File: src/rtl/fir_accumulator_if.sv
// Sample bus between the FIR controller, the accumulator and the downstream consumer.
// Latency: none (wires only).
// Backpressure: SubStall is a credit-exhausted hold-off; the output side is valid/ready.
//
// Ports (signals):
//   SubValid, sub_prod_0..4 : controller -> accumulator. Each sub_prod_k is {I, Q},
//                             with I in the upper IN_W bits and Q in the lower IN_W bits.
//   SubStall                : accumulator -> controller.
//   OutValid, OutI, OutQ    : accumulator -> consumer.
//   OutReady                : consumer -> accumulator.
interface fir_accumulator_if #(
  parameter int IN_W  = 51,
  parameter int OUT_W = 24
);
  logic              SubValid;
  logic              SubStall;
  logic [2*IN_W-1:0] sub_prod_0;
  logic [2*IN_W-1:0] sub_prod_1;
  logic [2*IN_W-1:0] sub_prod_2;
  logic [2*IN_W-1:0] sub_prod_3;
  logic [2*IN_W-1:0] sub_prod_4;
  logic              OutValid;
  logic              OutReady;
  logic [OUT_W-1:0]  OutI;
  logic [OUT_W-1:0]  OutQ;

  // Controller and consumer side
  modport master (
    output SubValid, sub_prod_0, sub_prod_1, sub_prod_2, sub_prod_3, sub_prod_4, OutReady,
    input  SubStall, OutValid, OutI, OutQ
  );

  // Accumulator side
  modport slave (
    input  SubValid, sub_prod_0, sub_prod_1, sub_prod_2, sub_prod_3, sub_prod_4, OutReady,
    output SubStall, OutValid, OutI, OutQ
  );
endinterface

File: src/rtl/fir_accumulator.sv
// Sums five I/Q partial products (4.47), then rounds half-up and saturates them to 1.23 samples.
// Latency: an input accepted in cycle N is written to the FIFO at the end of N+2,
//          so OutValid rises in N+3 when the FIFO starts out empty.
// Backpressure: credit based. SubStall rises when FIFO entries plus in-flight samples reach DEPTH.
//
// Ports:
//   Clk, Reset : single rising-edge clock; synchronous active-high reset.
//   bus        : fir_accumulator_if slave (sub-product input, SubStall, FIFO output handshake).
//   OvfErr     : sticky flag, set when SubValid arrives while SubStall is high.
//   SatCnt     : saturating count of clipped output components.
module fir_accumulator #(
  parameter int IN_W     = 51,
  parameter int IN_FRAC  = 47,
  parameter int OUT_W    = 24,
  parameter int OUT_FRAC = 23,
  parameter int DEPTH    = 4
) (
  input  logic                 Clk,
  input  logic                 Reset,
  fir_accumulator_if.slave     bus,
  output logic                 OvfErr,
  output logic [15:0]          SatCnt
);

  localparam int SW = IN_W + 1;            // width of an S1 pair sum
  localparam int TW = IN_W + 3;            // width of the S2 five-term sum
  localparam int SH = IN_FRAC - OUT_FRAC;  // fractional bits removed by rounding
  localparam int PW = $clog2(DEPTH);
  localparam int CW = PW + 1;              // fifo_count must be able to hold DEPTH

  // Rounding and clipping constants, sized to the widened rounding sum
  localparam logic signed [TW:0] HALF = {{(TW+1-SH){1'b0}}, 1'b1, {(SH-1){1'b0}}};
  localparam logic signed [TW:0] OMAX = {{(TW+2-OUT_W){1'b0}}, {(OUT_W-1){1'b1}}};
  localparam logic signed [TW:0] OMIN = {{(TW+2-OUT_W){1'b1}}, {(OUT_W-1){1'b0}}};

  // Channel 0 is I, channel 1 is Q
  logic signed [IN_W-1:0] p [2][5];

  always_comb begin
    p[0][0] = bus.sub_prod_0[2*IN_W-1:IN_W];  p[1][0] = bus.sub_prod_0[IN_W-1:0];
    p[0][1] = bus.sub_prod_1[2*IN_W-1:IN_W];  p[1][1] = bus.sub_prod_1[IN_W-1:0];
    p[0][2] = bus.sub_prod_2[2*IN_W-1:IN_W];  p[1][2] = bus.sub_prod_2[IN_W-1:0];
    p[0][3] = bus.sub_prod_3[2*IN_W-1:IN_W];  p[1][3] = bus.sub_prod_3[IN_W-1:0];
    p[0][4] = bus.sub_prod_4[2*IN_W-1:IN_W];  p[1][4] = bus.sub_prod_4[IN_W-1:0];
  end

  // ---------------- datapath (no reset needed: qualified by the valid pipe) ----------------
  logic signed [SW-1:0]   a_d [2], a_q [2], b_d [2], b_q [2];
  logic signed [IN_W-1:0] p4_d[2], p4_q[2];
  logic signed [TW-1:0]   t_d [2], t_q [2];
  logic signed [TW:0]     rnd [2], r [2];
  logic                   sat_hi[2], sat_lo[2];
  logic [OUT_W-1:0]       res [2];

  always_comb begin
    for (int ch = 0; ch < 2; ch++) begin
      a_d[ch]  = SW'(p[ch][0]) + SW'(p[ch][1]);
      b_d[ch]  = SW'(p[ch][2]) + SW'(p[ch][3]);
      p4_d[ch] = p[ch][4];
      t_d[ch]  = TW'(a_q[ch]) + TW'(b_q[ch]) + TW'(p4_q[ch]);
      // One extra bit so adding the half-LSB can never wrap
      rnd[ch]    = {t_q[ch][TW-1], t_q[ch]} + HALF;
      r[ch]      = rnd[ch] >>> SH;
      sat_hi[ch] = (r[ch] > OMAX);
      sat_lo[ch] = (r[ch] < OMIN);
      if (sat_hi[ch])      res[ch] = OMAX[OUT_W-1:0];
      else if (sat_lo[ch]) res[ch] = OMIN[OUT_W-1:0];
      else                 res[ch] = r[ch][OUT_W-1:0];
    end
  end

  always_ff @(posedge Clk) begin
    for (int ch = 0; ch < 2; ch++) begin
      a_q[ch]  <= a_d[ch];
      b_q[ch]  <= b_d[ch];
      p4_q[ch] <= p4_d[ch];
      t_q[ch]  <= t_d[ch];
    end
  end

  // ---------------- control: valid pipe, credits, FIFO pointers, status ----------------
  logic             v1_d, v1_q, v2_d, v2_q;
  logic [PW-1:0]    wr_ptr_d, wr_ptr_q, rd_ptr_d, rd_ptr_q;
  logic [CW-1:0]    fifo_count_d, fifo_count_q;
  logic             ovf_err_d, ovf_err_q;
  logic [15:0]      sat_cnt_d, sat_cnt_q;
  logic [CW:0]      used;
  logic             sub_stall, sub_acc, out_valid, push, pop;
  logic [1:0]       sat_inc;
  logic [16:0]      sat_sum;

  always_comb begin
    // Credits are zero once FIFO entries plus in-flight samples reach DEPTH
    used      = {1'b0, fifo_count_q} + {{CW{1'b0}}, v1_q} + {{CW{1'b0}}, v2_q};
    sub_stall = (used == (CW+1)'(DEPTH));
    sub_acc   = bus.SubValid & ~sub_stall;
    out_valid = (fifo_count_q != '0);
    push      = v2_q;  // S3 is combinational, so the third pipe stage is the FIFO write itself
    pop       = out_valid & bus.OutReady;

    v1_d = sub_acc;
    v2_d = v1_q;

    wr_ptr_d = push ? wr_ptr_q + PW'(1) : wr_ptr_q;
    rd_ptr_d = pop  ? rd_ptr_q + PW'(1) : rd_ptr_q;

    fifo_count_d = fifo_count_q;
    case ({push, pop})
      2'b10:   fifo_count_d = fifo_count_q + CW'(1);
      2'b01:   fifo_count_d = fifo_count_q - CW'(1);
      default: fifo_count_d = fifo_count_q;
    endcase

    ovf_err_d = ovf_err_q | (bus.SubValid & sub_stall);

    sat_inc   = {1'b0, sat_hi[0] | sat_lo[0]} + {1'b0, sat_hi[1] | sat_lo[1]};
    sat_sum   = {1'b0, sat_cnt_q} + {15'd0, sat_inc};
    sat_cnt_d = sat_cnt_q;
    if (push) sat_cnt_d = sat_sum[16] ? 16'hFFFF : sat_sum[15:0];
  end

  always_ff @(posedge Clk) begin
    if (Reset) begin
      v1_q         <= 1'b0;
      v2_q         <= 1'b0;
      wr_ptr_q     <= '0;
      rd_ptr_q     <= '0;
      fifo_count_q <= '0;
      ovf_err_q    <= 1'b0;
      sat_cnt_q    <= '0;
    end else begin
      v1_q         <= v1_d;
      v2_q         <= v2_d;
      wr_ptr_q     <= wr_ptr_d;
      rd_ptr_q     <= rd_ptr_d;
      fifo_count_q <= fifo_count_d;
      ovf_err_q    <= ovf_err_d;
      sat_cnt_q    <= sat_cnt_d;
    end
  end

  // FIFO storage; entries are only meaningful between rd_ptr and wr_ptr
  logic [2*OUT_W-1:0] mem_q [DEPTH];
  logic [2*OUT_W-1:0] head;

  always_ff @(posedge Clk) begin
    if (push) mem_q[wr_ptr_q] <= {res[0], res[1]};
  end

  assign head         = mem_q[rd_ptr_q];
  assign bus.SubStall = sub_stall;
  assign bus.OutValid = out_valid;
  assign bus.OutI     = out_valid ? head[2*OUT_W-1:OUT_W] : '0;
  assign bus.OutQ     = out_valid ? head[OUT_W-1:0]       : '0;
  assign OvfErr       = ovf_err_q;
  assign SatCnt       = sat_cnt_q;

endmodule
File: src/flat_wrapper.sv
// flat-port wrapper written by rule: the top's interface ports become plain ports
module fir_accumulator_flat 
#(
  parameter int IN_W     = 51,
  parameter int IN_FRAC  = 47,
  parameter int OUT_W    = 24,
  parameter int OUT_FRAC = 23,
  parameter int DEPTH    = 4
)
  (Clk, Reset, OvfErr, SatCnt, bus_SubValid, bus_sub_prod_0, bus_sub_prod_1, bus_sub_prod_2, bus_sub_prod_3, bus_sub_prod_4, bus_OutReady, bus_SubStall, bus_OutValid, bus_OutI, bus_OutQ);
  fir_accumulator_if #(.IN_W(IN_W), .OUT_W(OUT_W)) bus_i ();
  input  logic Clk;
  input  logic Reset;
  output logic OvfErr;
  output logic [15:0] SatCnt;
  input wire logic [$bits(bus_i.SubValid)-1:0] bus_SubValid;
  input wire logic [$bits(bus_i.sub_prod_0)-1:0] bus_sub_prod_0;
  input wire logic [$bits(bus_i.sub_prod_1)-1:0] bus_sub_prod_1;
  input wire logic [$bits(bus_i.sub_prod_2)-1:0] bus_sub_prod_2;
  input wire logic [$bits(bus_i.sub_prod_3)-1:0] bus_sub_prod_3;
  input wire logic [$bits(bus_i.sub_prod_4)-1:0] bus_sub_prod_4;
  input wire logic [$bits(bus_i.OutReady)-1:0] bus_OutReady;
  output wire logic [$bits(bus_i.SubStall)-1:0] bus_SubStall;
  output wire logic [$bits(bus_i.OutValid)-1:0] bus_OutValid;
  output wire logic [$bits(bus_i.OutI)-1:0] bus_OutI;
  output wire logic [$bits(bus_i.OutQ)-1:0] bus_OutQ;
  assign bus_i.SubValid = bus_SubValid;
  assign bus_i.sub_prod_0 = bus_sub_prod_0;
  assign bus_i.sub_prod_1 = bus_sub_prod_1;
  assign bus_i.sub_prod_2 = bus_sub_prod_2;
  assign bus_i.sub_prod_3 = bus_sub_prod_3;
  assign bus_i.sub_prod_4 = bus_sub_prod_4;
  assign bus_i.OutReady = bus_OutReady;
  assign bus_SubStall = bus_i.SubStall;
  assign bus_OutValid = bus_i.OutValid;
  assign bus_OutI = bus_i.OutI;
  assign bus_OutQ = bus_i.OutQ;
  fir_accumulator #(.IN_W(IN_W), .IN_FRAC(IN_FRAC), .OUT_W(OUT_W), .OUT_FRAC(OUT_FRAC), .DEPTH(DEPTH)) u_core (.Clk(Clk), .Reset(Reset), .bus(bus_i), .OvfErr(OvfErr), .SatCnt(SatCnt));
endmodule
File: config.mk
export PLATFORM = sky130hd
export DESIGN_NAME = fir_accumulator_flat
export DESIGN_NICKNAME = d
export VERILOG_FILES = /design/src/rtl/fir_accumulator_if.sv /design/src/rtl/fir_accumulator.sv /design/src/flat_wrapper.sv
export SDC_FILE = /design/constraint.sdc
export NUM_CORES = 1
export LEC_CHECK = 0
export CAP_MARGIN = 0
export CORE_ASPECT_RATIO = 0.6
export CORE_MARGIN = 10
export CORE_UTILIZATION = 31
export DETAILED_ROUTE_END_ITERATION = 7
export HOLD_SLACK_MARGIN = 0.05
export PLACE_DENSITY = 0.59
export SLEW_MARGIN = 20
export SYNTH_ARGS = -nofsm -noshare
export SYNTH_HDL_FRONTEND = slang
export SYNTH_SLANG_ARGS = --single-unit
File: constraint.sdc
create_clock -name Clk -period 4.6 [get_ports Clk]
set_clock_uncertainty 0.1 [all_clocks]
set_input_delay 0.92 -clock Clk [delete_from_list [all_inputs] [get_ports Clk]]
set_output_delay 0.92 -clock Clk [all_outputs]
set_load 0.01 [all_outputs]
==> results of run 1 <==
## timing repair
action                                 in CTS  in global routing
buffers inserted                            3                  5
setup endpoints to repair                   1                 19
pin swaps                                   4                 12
gates resized for setup                     6                 38
endpoints found under the hold margin       0                  0
## registers in the layout, indices dropped and copies added, names as in the netlist, named ones only
name	flops
u_core.OvfErr	1
u_core.rd_ptr_q	2
u_core.v1_q	1
u_core.push	1
u_core.a_q	104
u_core.SatCnt	16
u_core.wr_ptr_q	2
u_core.t_q	62
u_core.mem_q	192
u_core.b_q	104
u_core.fifo_count_q	3
u_core.p4_q	102
## report_power, final
part	total [mW]	switching, mW	internal (mW)
logic	9.48	5.15	4.33
clock network	5.23	2.23	3.00
registers	7.29	0.712	6.58
total	22.0	8.10	13.9
## synthesized netlist by cell type, types with 14 or more instances
cell / number
sky130_fd_sc_hd__a21boi_0: 14
sky130_fd_sc_hd__fa_1: 109
sky130_fd_sc_hd__xnor2_1: 180
sky130_fd_sc_hd__nor2b_1: 37
sky130_fd_sc_hd__nand4_1: 53
sky130_fd_sc_hd__nor2_1: 160
sky130_fd_sc_hd__o31ai_1: 19
sky130_fd_sc_hd__mux4_2: 48
sky130_fd_sc_hd__a21o_1: 183
sky130_fd_sc_hd__xor2_1: 119
sky130_fd_sc_hd__a211oi_1: 28
sky130_fd_sc_hd__and2_1: 76
sky130_fd_sc_hd__and3_1: 57
sky130_fd_sc_hd__ha_1: 317
sky130_fd_sc_hd__edfxtp_1: 192
sky130_fd_sc_hd__o21bai_1: 30
sky130_fd_sc_hd__nand2_1: 175
sky130_fd_sc_hd__dfxtp_1: 400
sky130_fd_sc_hd__a21oi_1: 256
sky130_fd_sc_hd__nor3_1: 34
sky130_fd_sc_hd__a31oi_1: 38
sky130_fd_sc_hd__inv_1: 89
sky130_fd_sc_hd__o21a_1: 40
sky130_fd_sc_hd__nand3_1: 80
sky130_fd_sc_hd__nand2b_1: 40
sky130_fd_sc_hd__clkbuf_1: 70
sky130_fd_sc_hd__o21ai_0: 196
## metrics by stage
stage | power, mW | util, % | cells
2_1_floorplan | 13.2 | - | 3234
3_3_place_gp | 16.7 | 38.8 | 5346
3_5_place_dp | 16.7 | 38.8 | 5346
4_1_cts | 22.1 | 40.8 | 5459
5_1_grt | 23.5 | 41.0 | 5479
6_report | 22.0 | 41.0 | 5481
## how the worst max path moves through the flow
stage	end	slack, ns	cells past startpoint
global placement	u_core.b_q[0][48]	-0.16	18
finish	u_core.t_q[0][93]	0.16	13
CTS	u_core.SatCnt[15]	0.009	22
floorplan	u_core.SatCnt[15]	0.42	22
detailed placement	u_core.b_q[0][48]	-0.18	18
global route	u_core.SatCnt[15]	-0.004	21
## per-layer routing
| metal | wire (um) | track usage [%] | vias up |
|---|---|---|---|
| li1 | - | - | 13300 |
| met1 | 54700 | 25.1 | 13000 |
| met2 | 47800 | 25.9 | 958 |
| met3 | 8680 | 4.34 | 128 |
| met4 | 2690 | 4.92 | 8 |
| met5 | 58 | 0 | - |
## cell type report
type	instances	share of cell area, %
diodes	17	0.0946
clock buffers	73	3.63
clock inverters	37	1.10
inverters	89	0.743
multi-input cells	2470	44.4
flip-flops and latches	592	30.7
well taps	1488	4.14
repair buffers	715	15.2
## cell families after synthesis
kind of cell	Yosys count	synth area share, %
DFF	592	40.2
adders and majority gates	426	18.0
muxes	57	3.43
buffers and inverters	172	1.90
AOI/OAI and AO/OA	925	17.6
xor gates and xnor gates	299	7.65
and+or+nand+nor	763	11.3
==> results by stage, run 1 <==
Outcome:
- The run finished with clean final reports.

Critical path:
- Data arrives at the worst endpoint at 4.95 ns.
- The kind of end point of the critical path is a register.
- The category of the critical setup timing path is reg2reg.
- Data on the critical path is required at its endpoint by 5.11 ns.
- The number of buffers and inverters on the critical path is 0.
- STA classifies the critical path startpoint as a register.
- The startpoint of the worst-slack reg-to-reg timing path is u_core.a_q[0][55].
- Across all register-to-register paths, the minimum setup slack is 0.16 ns.
- The depth of the worst register-to-register path is 13.
- The cell occurring most often along the worst timing path is sky130_fd_sc_hd__a2111oi_0.
- The startpoint of the worst setup timing path is u_core.a_q[0][55].
- The slowest stage of the critical path is the sky130_fd_sc_hd__o31ai_1 cell.
- Of all nets on the critical path, the largest fanout is 3.
- In this run the critical register-to-register path is captured at u_core.t_q[0][93].
- On the worst path, the slowest cell contributes a delay of 0.56 ns.
- Broken down by cell family, the worst path's largest delay share belongs to compound AO/OA/AOI/OAI gates.
- Walking the worst path, the cells encountered are fa_1, ha_1, a2111oi_0, o21ai_2, nand3_1, a211oi_1, o31ai_1, a2111oi_0, or3_1, a21oi_1, o21ai_1, a221oi_1, xnor2_1.

Synth:
- The register area share after synthesis is 40.2%.
- The distinct cell type count after synthesis is 85.
- The net count of the mapped netlist is 4174.
- The proportion of netlist area held by the largest area contributor is 23.4%.
- Each instance of the synthesized netlist takes up on average 10.6 um2.
- The instance count of the mapped netlist is 3234.
- For this run, asynchronously set or reset flops after synthesis account for 0%.
- The summed instance area of the synthesized netlist is 0.0342 mm2.
- The synthesized design spends more area on one cell type than any other, namely sky130_fd_sc_hd__dfxtp_1.
- The count of flip-flops with a built-in enable after synthesis is 192.
- The most common flop cell mapped by yosys is sky130_fd_sc_hd__dfxtp_1.
- The post-synthesis register bit count is 592.
- The count of yosys warnings during synthesis is 0.
- Yosys attributes the largest share of cell area to sky130_fd_sc_hd__dfxtp_1, sky130_fd_sc_hd__edfxtp_1, sky130_fd_sc_hd__ha_1.

Placed design:
- The count of input and output buffers is 580.
- The placed standard-cell area is 0.0426 mm2.
- Routability-driven placement finished with a final weighted congestion of 0.949.
- Summed over all nets, the half-perimeter wirelength after detailed placement is 94800 um.
- Before CTS, the worst setup slack after placement is -0.177 ns.

Floorplanning:
- The die footprint is 0.125 mm2.
- The die height is 277 um.
- Measured along the x axis, the die boundary spans 449 um.
- For this configuration, the core starts out at a cell density of 31.2%.
- The core region is 0.110 mm2.
- The floorplan has 94 rows.
- The I/O pin total is 581.

Timing:
- The achievable frequency is 225 MHz.
- The max-slew violation count is 0.
- The count of final hold-check violations came to 0.
- Setup violations remaining at the end of the flow were counted as 0.
- The total negative setup slack is 0 ns.
- The final worst slack is 0.158 ns.
- The fraction of the cycle the final worst path needs is 96.6%.
- The worst path in the final design needs a cycle of 4.44 ns, including I/O delays and setup.
- Headroom to the max-slew limit came out at 31.8%.
- The worst hold margin is 0.382 ns.
- The transition time at the pin with the least slew margin is 1.02 ns.

GRT:
- The first global-routing pass estimated 172000 um of wire.
- The number of global-route vias before repair came to 27400.
- The initial antenna violation count is 28.
- The leftover overflow at the end of global routing is 0.
- The maximum number of pins on one net before global-route repair is 51.
- For this run, the total global-route usage over all layers was measured as 17.5%.

Power and ir drop:
- The analysis attributes to cell leakage a power of 18.0 nW.
- The total power density per cell area is 490 mW/mm2.
- The largest vdd supply drop is 0.000334 V.

Clocking:
- TritonCTS built the clock tree.
- The clock buffer count from CTS is 59.
- The number of hold buffers added after cts is 0.
- The count of clock tree sinks is 592.
- The deepest level of the CTS H-tree is 2.
- The root buffer cell chosen for the clock tree is sky130_fd_sc_hd__clkbuf_16.
- Clock-pin slew was measured on the worst setup and hold paths at 0.07 ns.
- The later-pin clock latency in the skew report is 0.68 ns.
- Counting along the longest clock path gives a buffer depth of 3.

Route:
- Dividing the detail-routed wire length by the instance count gives 20.8 um.
- The routed layout has 27400 vias.
- The total detailed-routing wirelength is 114000 um.
- The detailed-route DRC error count is 0.
- The length of the first detailed-routing pass in iterations is 6.
- The per-cell via count in the routed design is 4.99.
- For this block, the initial DRC count from the detailed router was 2176.
- The remaining number of nets flagged by the antenna check after routing is 0.

Cells and area:
- The area of the multi-input gates is 0.0199 mm2.
- Summing all flip-flop and latch instances after layout gives 0.0138 mm2.
- The top cell types in the final layout, fill and taps aside, are sky130_fd_sc_hd__clkdlybuf4s50_1, sky130_fd_sc_hd__dfxtp_1, sky130_fd_sc_hd__ha_1, sky130_fd_sc_hd__a21oi_1, sky130_fd_sc_hd__o21ai_0.
- The number of fill cells is 10600.
- Leaving out fill and tap cells, the most frequent cell in the layout is sky130_fd_sc_hd__clkdlybuf4s50_1.
- At the end of the flow, the number of nets in the layout was 4867.
- The total non-filler cell area in the finished layout is 0.0449 mm2.
- The area growth from synthesis to layout is 31.3%.
- The proportion of layout cells with a drive suffix above 1 is 9.15%.

Job:
- Max-cap violations in this run came to 0.

Min path:
- The number of instances on the worst hold path is 1.
- The startpoint identified for the worst hold timing path is u_core.v1_q.
- The tightest min-delay check is of the reg2reg type.
- The capture endpoint of the worst hold path is u_core.push.
(Power assumes the default switching activity.)
==> run 2, diff against run 1 <==
SKIP_CTS_REPAIR_TIMING = 1   (was not set)
==> results by stage, run 2 (synthesis results as in run 1) <==
Floorplanning:
- The I/O pin total is 581 (unchanged).
- The die width is 449 um (unchanged).
- The floorplan row count is 94 (unchanged).
- The die footprint is 0.125 mm2 (unchanged).
- The die height is 277 um (unchanged).
- The initial standard-cell utilization of the core is 31.2% (unchanged).
- The area of the placeable core came to 0.110 mm2 (unchanged).

Timing:
- The setup violation total in the final timing report is 0 (unchanged).
- The post-layout minimum cycle time is 4.46 ns (+0.0209 ns).
- The transition time at the pin with the least slew margin came to 1.04 ns (+0.0160 ns).
- The final worst slack is 0.137 ns (-0.0209 ns).
- The worst hold margin is 0.381 ns (-0.000549 ns).
- The total negative setup slack came to 0 ns (unchanged).
- The fraction of the cycle the final worst path needs was 97.0% (+0.45 points).
- The worst slew margin relative to its limit is 30.8% (-1.1 points).
- The count of final hold-check violations was 0 (unchanged).
- The max-slew violation count is 0 (unchanged).
- The achievable frequency is 224 MHz (-0.47%).

Route:
- The remaining number of nets flagged by the antenna check after routing is 0 (unchanged).
- The via count of the routed design came to 27300 (-0.044%).
- The average wire length per cell after detail routing is 20.8 um (about the same).
- The detailed-route DRC error count is 0 (unchanged).
- The length of the first detailed-routing pass in iterations was 6 (unchanged).
- The per-cell via count in the routed design was 4.99 (about the same).
- The count of routing violations after the opening detailed-route iteration was 2140 (-1.7%).
- The total detailed-routing wirelength is 114000 um (-0.19%).

Critical path:
- The signal arrival time at the worst endpoint was 4.97 ns (+0.02 ns).
- STA classifies the critical path startpoint as a register.
- The peak per-stage delay on the critical path is 0.57 ns (about the same).
- The category of the critical setup timing path is reg2reg.
- The highest fanout seen on the critical path was 3 (unchanged).
- The signal on the critical path passes through fa_1, ha_1, a2111oi_0, o21ai_2, nand3_1, a211oi_1, o31ai_1, a2111oi_0, or3_1, a21oi_1, o21ai_1, a221oi_1, xnor2_1.
- The endpoint required time on the critical path is 5.10 ns (about the same).
- The worst setup path is captured at a register.
- The cell occurring most often along the worst timing path is sky130_fd_sc_hd__a2111oi_0.
- Among all stages on the critical path, the largest delay is contributed by sky130_fd_sc_hd__o31ai_1.

Cells and area:
- The final cell count without fillers is 5475 (-0.11%).
- Leaving out fill and tap cells, the most frequent cells in the layout are sky130_fd_sc_hd__clkdlybuf4s50_1, sky130_fd_sc_hd__dfxtp_1, sky130_fd_sc_hd__ha_1, sky130_fd_sc_hd__a21oi_1, sky130_fd_sc_hd__o21ai_0.
- The number of fill cells is 10600 (unchanged).
- Counting flops per register, the top entry is u_core.mem_q.
- The proportion of layout cells with a drive suffix above 1 came to 8.96% (-0.19 points).
- Leaving out fill and tap cells, the most frequent cell in the layout is sky130_fd_sc_hd__clkdlybuf4s50_1.
- The net count of the finished layout came to 4862 (-0.10%).
- The area growth from synthesis to layout is 31.2% (about the same).
- In the final layout, the registers with the most flip-flops are u_core.mem_q x192, u_core.a_q x104, u_core.b_q x104.
- The flip-flop count of the largest register, all copies and words added is 192 (unchanged).

Clocking:
- The clock buffer count from CTS is 59 (unchanged).
- The deepest level of the CTS H-tree was 2 (unchanged).
- The count of clock tree sinks came to 592 (unchanged).
- TritonCTS built the clock tree.
- The later-pin clock latency in the skew report is 0.68 ns (about the same).
- The clock transition at the register clock pins on the worst setup and hold paths after CTS is 0.07 ns (about the same).
- The clock tree root driver cell is sky130_fd_sc_hd__clkbuf_16.
- The maximum clock insertion buffer count is 3 (unchanged).

Outcome:
- The flow ran to the end, and the final reports show no timing, DRC or antenna violations.

Power and ir drop:
- The leakage power figure was 18.0 nW (-0.13%).
- The total power density per cell area is 490 mW/mm2 (about the same).
- The overall power of the completed layout is 22.0 mW (about the same).
- The largest vdd supply drop is 0.000332 V (-0.58%).

Placed design:
- The cell count after placement came to 5346 (unchanged).
- The last weighted congestion value of the routability-driven placer is 0.949 (unchanged).
- The count of input and output buffers is 580 (unchanged).
- The worst setup slack after placement came to -0.177 ns (unchanged).
- The total half-perimeter wirelength after legalization and detailed placement is 94800 um (unchanged).

GRT:
- The number of global-route vias before repair is 27400 (-0.088%).
- The global-route wire length before repair is 171000 um (about the same).
- The leftover overflow at the end of global routing is 0 (unchanged).
- The maximum number of pins on one net before global-route repair is 51 (unchanged).
- The total global-route track usage was 17.5% (about the same).
- The initial antenna violation count was 28 (unchanged).

Min path:
- In this run the worst hold path is classified as reg2reg.

Job:
- The number of max-cap violations is 0 (unchanged).
[run 2: layout make-up]
type                            instances  area (um2)  share of cell area, %
Tap cell                             1488        1860                   4.15
Multi-Input combinational cell       2470       19900                   44.4
Sequential cell                       592       13800                   30.7
Clock buffer                           73        1630                   3.63
Antenna cell                           16        40.0                 0.0892
Timing Repair Buffer                  710        6810                   15.2
Clock inverter                         37         495                   1.10
Inverter                               89         334                  0.744
[run 2: per-stage QoR]
step                area (um2)  utilization (%)
floorplan                34200                -
global placement         42600             38.8
detailed placement       42600             38.8
CTS                      44700             40.8
global route             44900             41.0
finish                   44900             41.0
[run 2: worst max-delay path: cells and delay by family (launching register included)]
family	cells	cell delay, ns
flops	1	0.33
simple gates	2	0.54
compound gates	8	2.47
fa+ha+maj	2	0.81
xor+xnor	1	0.16
[run 2: power by group]
group	switching, mW	total, mW	internal [mW]
clock	2.23	5.23	3.00
sequential	0.714	7.29	6.58
combinational	5.16	9.48	4.33
[run 2: metal layers]
| metal | track usage [%] | up-vias | wire length (um) |
|---|---|---|---|
| li1 | - | 13300 | - |
| met1 | 25.1 | 13000 | 54700 |
| met2 | 25.8 | 935 | 47800 |
| met3 | 4.34 | 133 | 8450 |
| met4 | 4.92 | 8 | 2680 |
| met5 | 0 | - | 62 |
[run 2: final timing paths]
path / startpoint / end / slack [ns] / cells after the start
setup / recovery: u_core.a_q[0][55] / u_core.t_q[0][93] / 0.14 / 13
hold / removal: u_core.v1_q / u_core.push / 0.38 / 1
setup reg to reg: u_core.a_q[0][55] / u_core.t_q[0][93] / 0.14 / 13
hold reg to reg: u_core.v1_q / u_core.push / 0.38 / 1
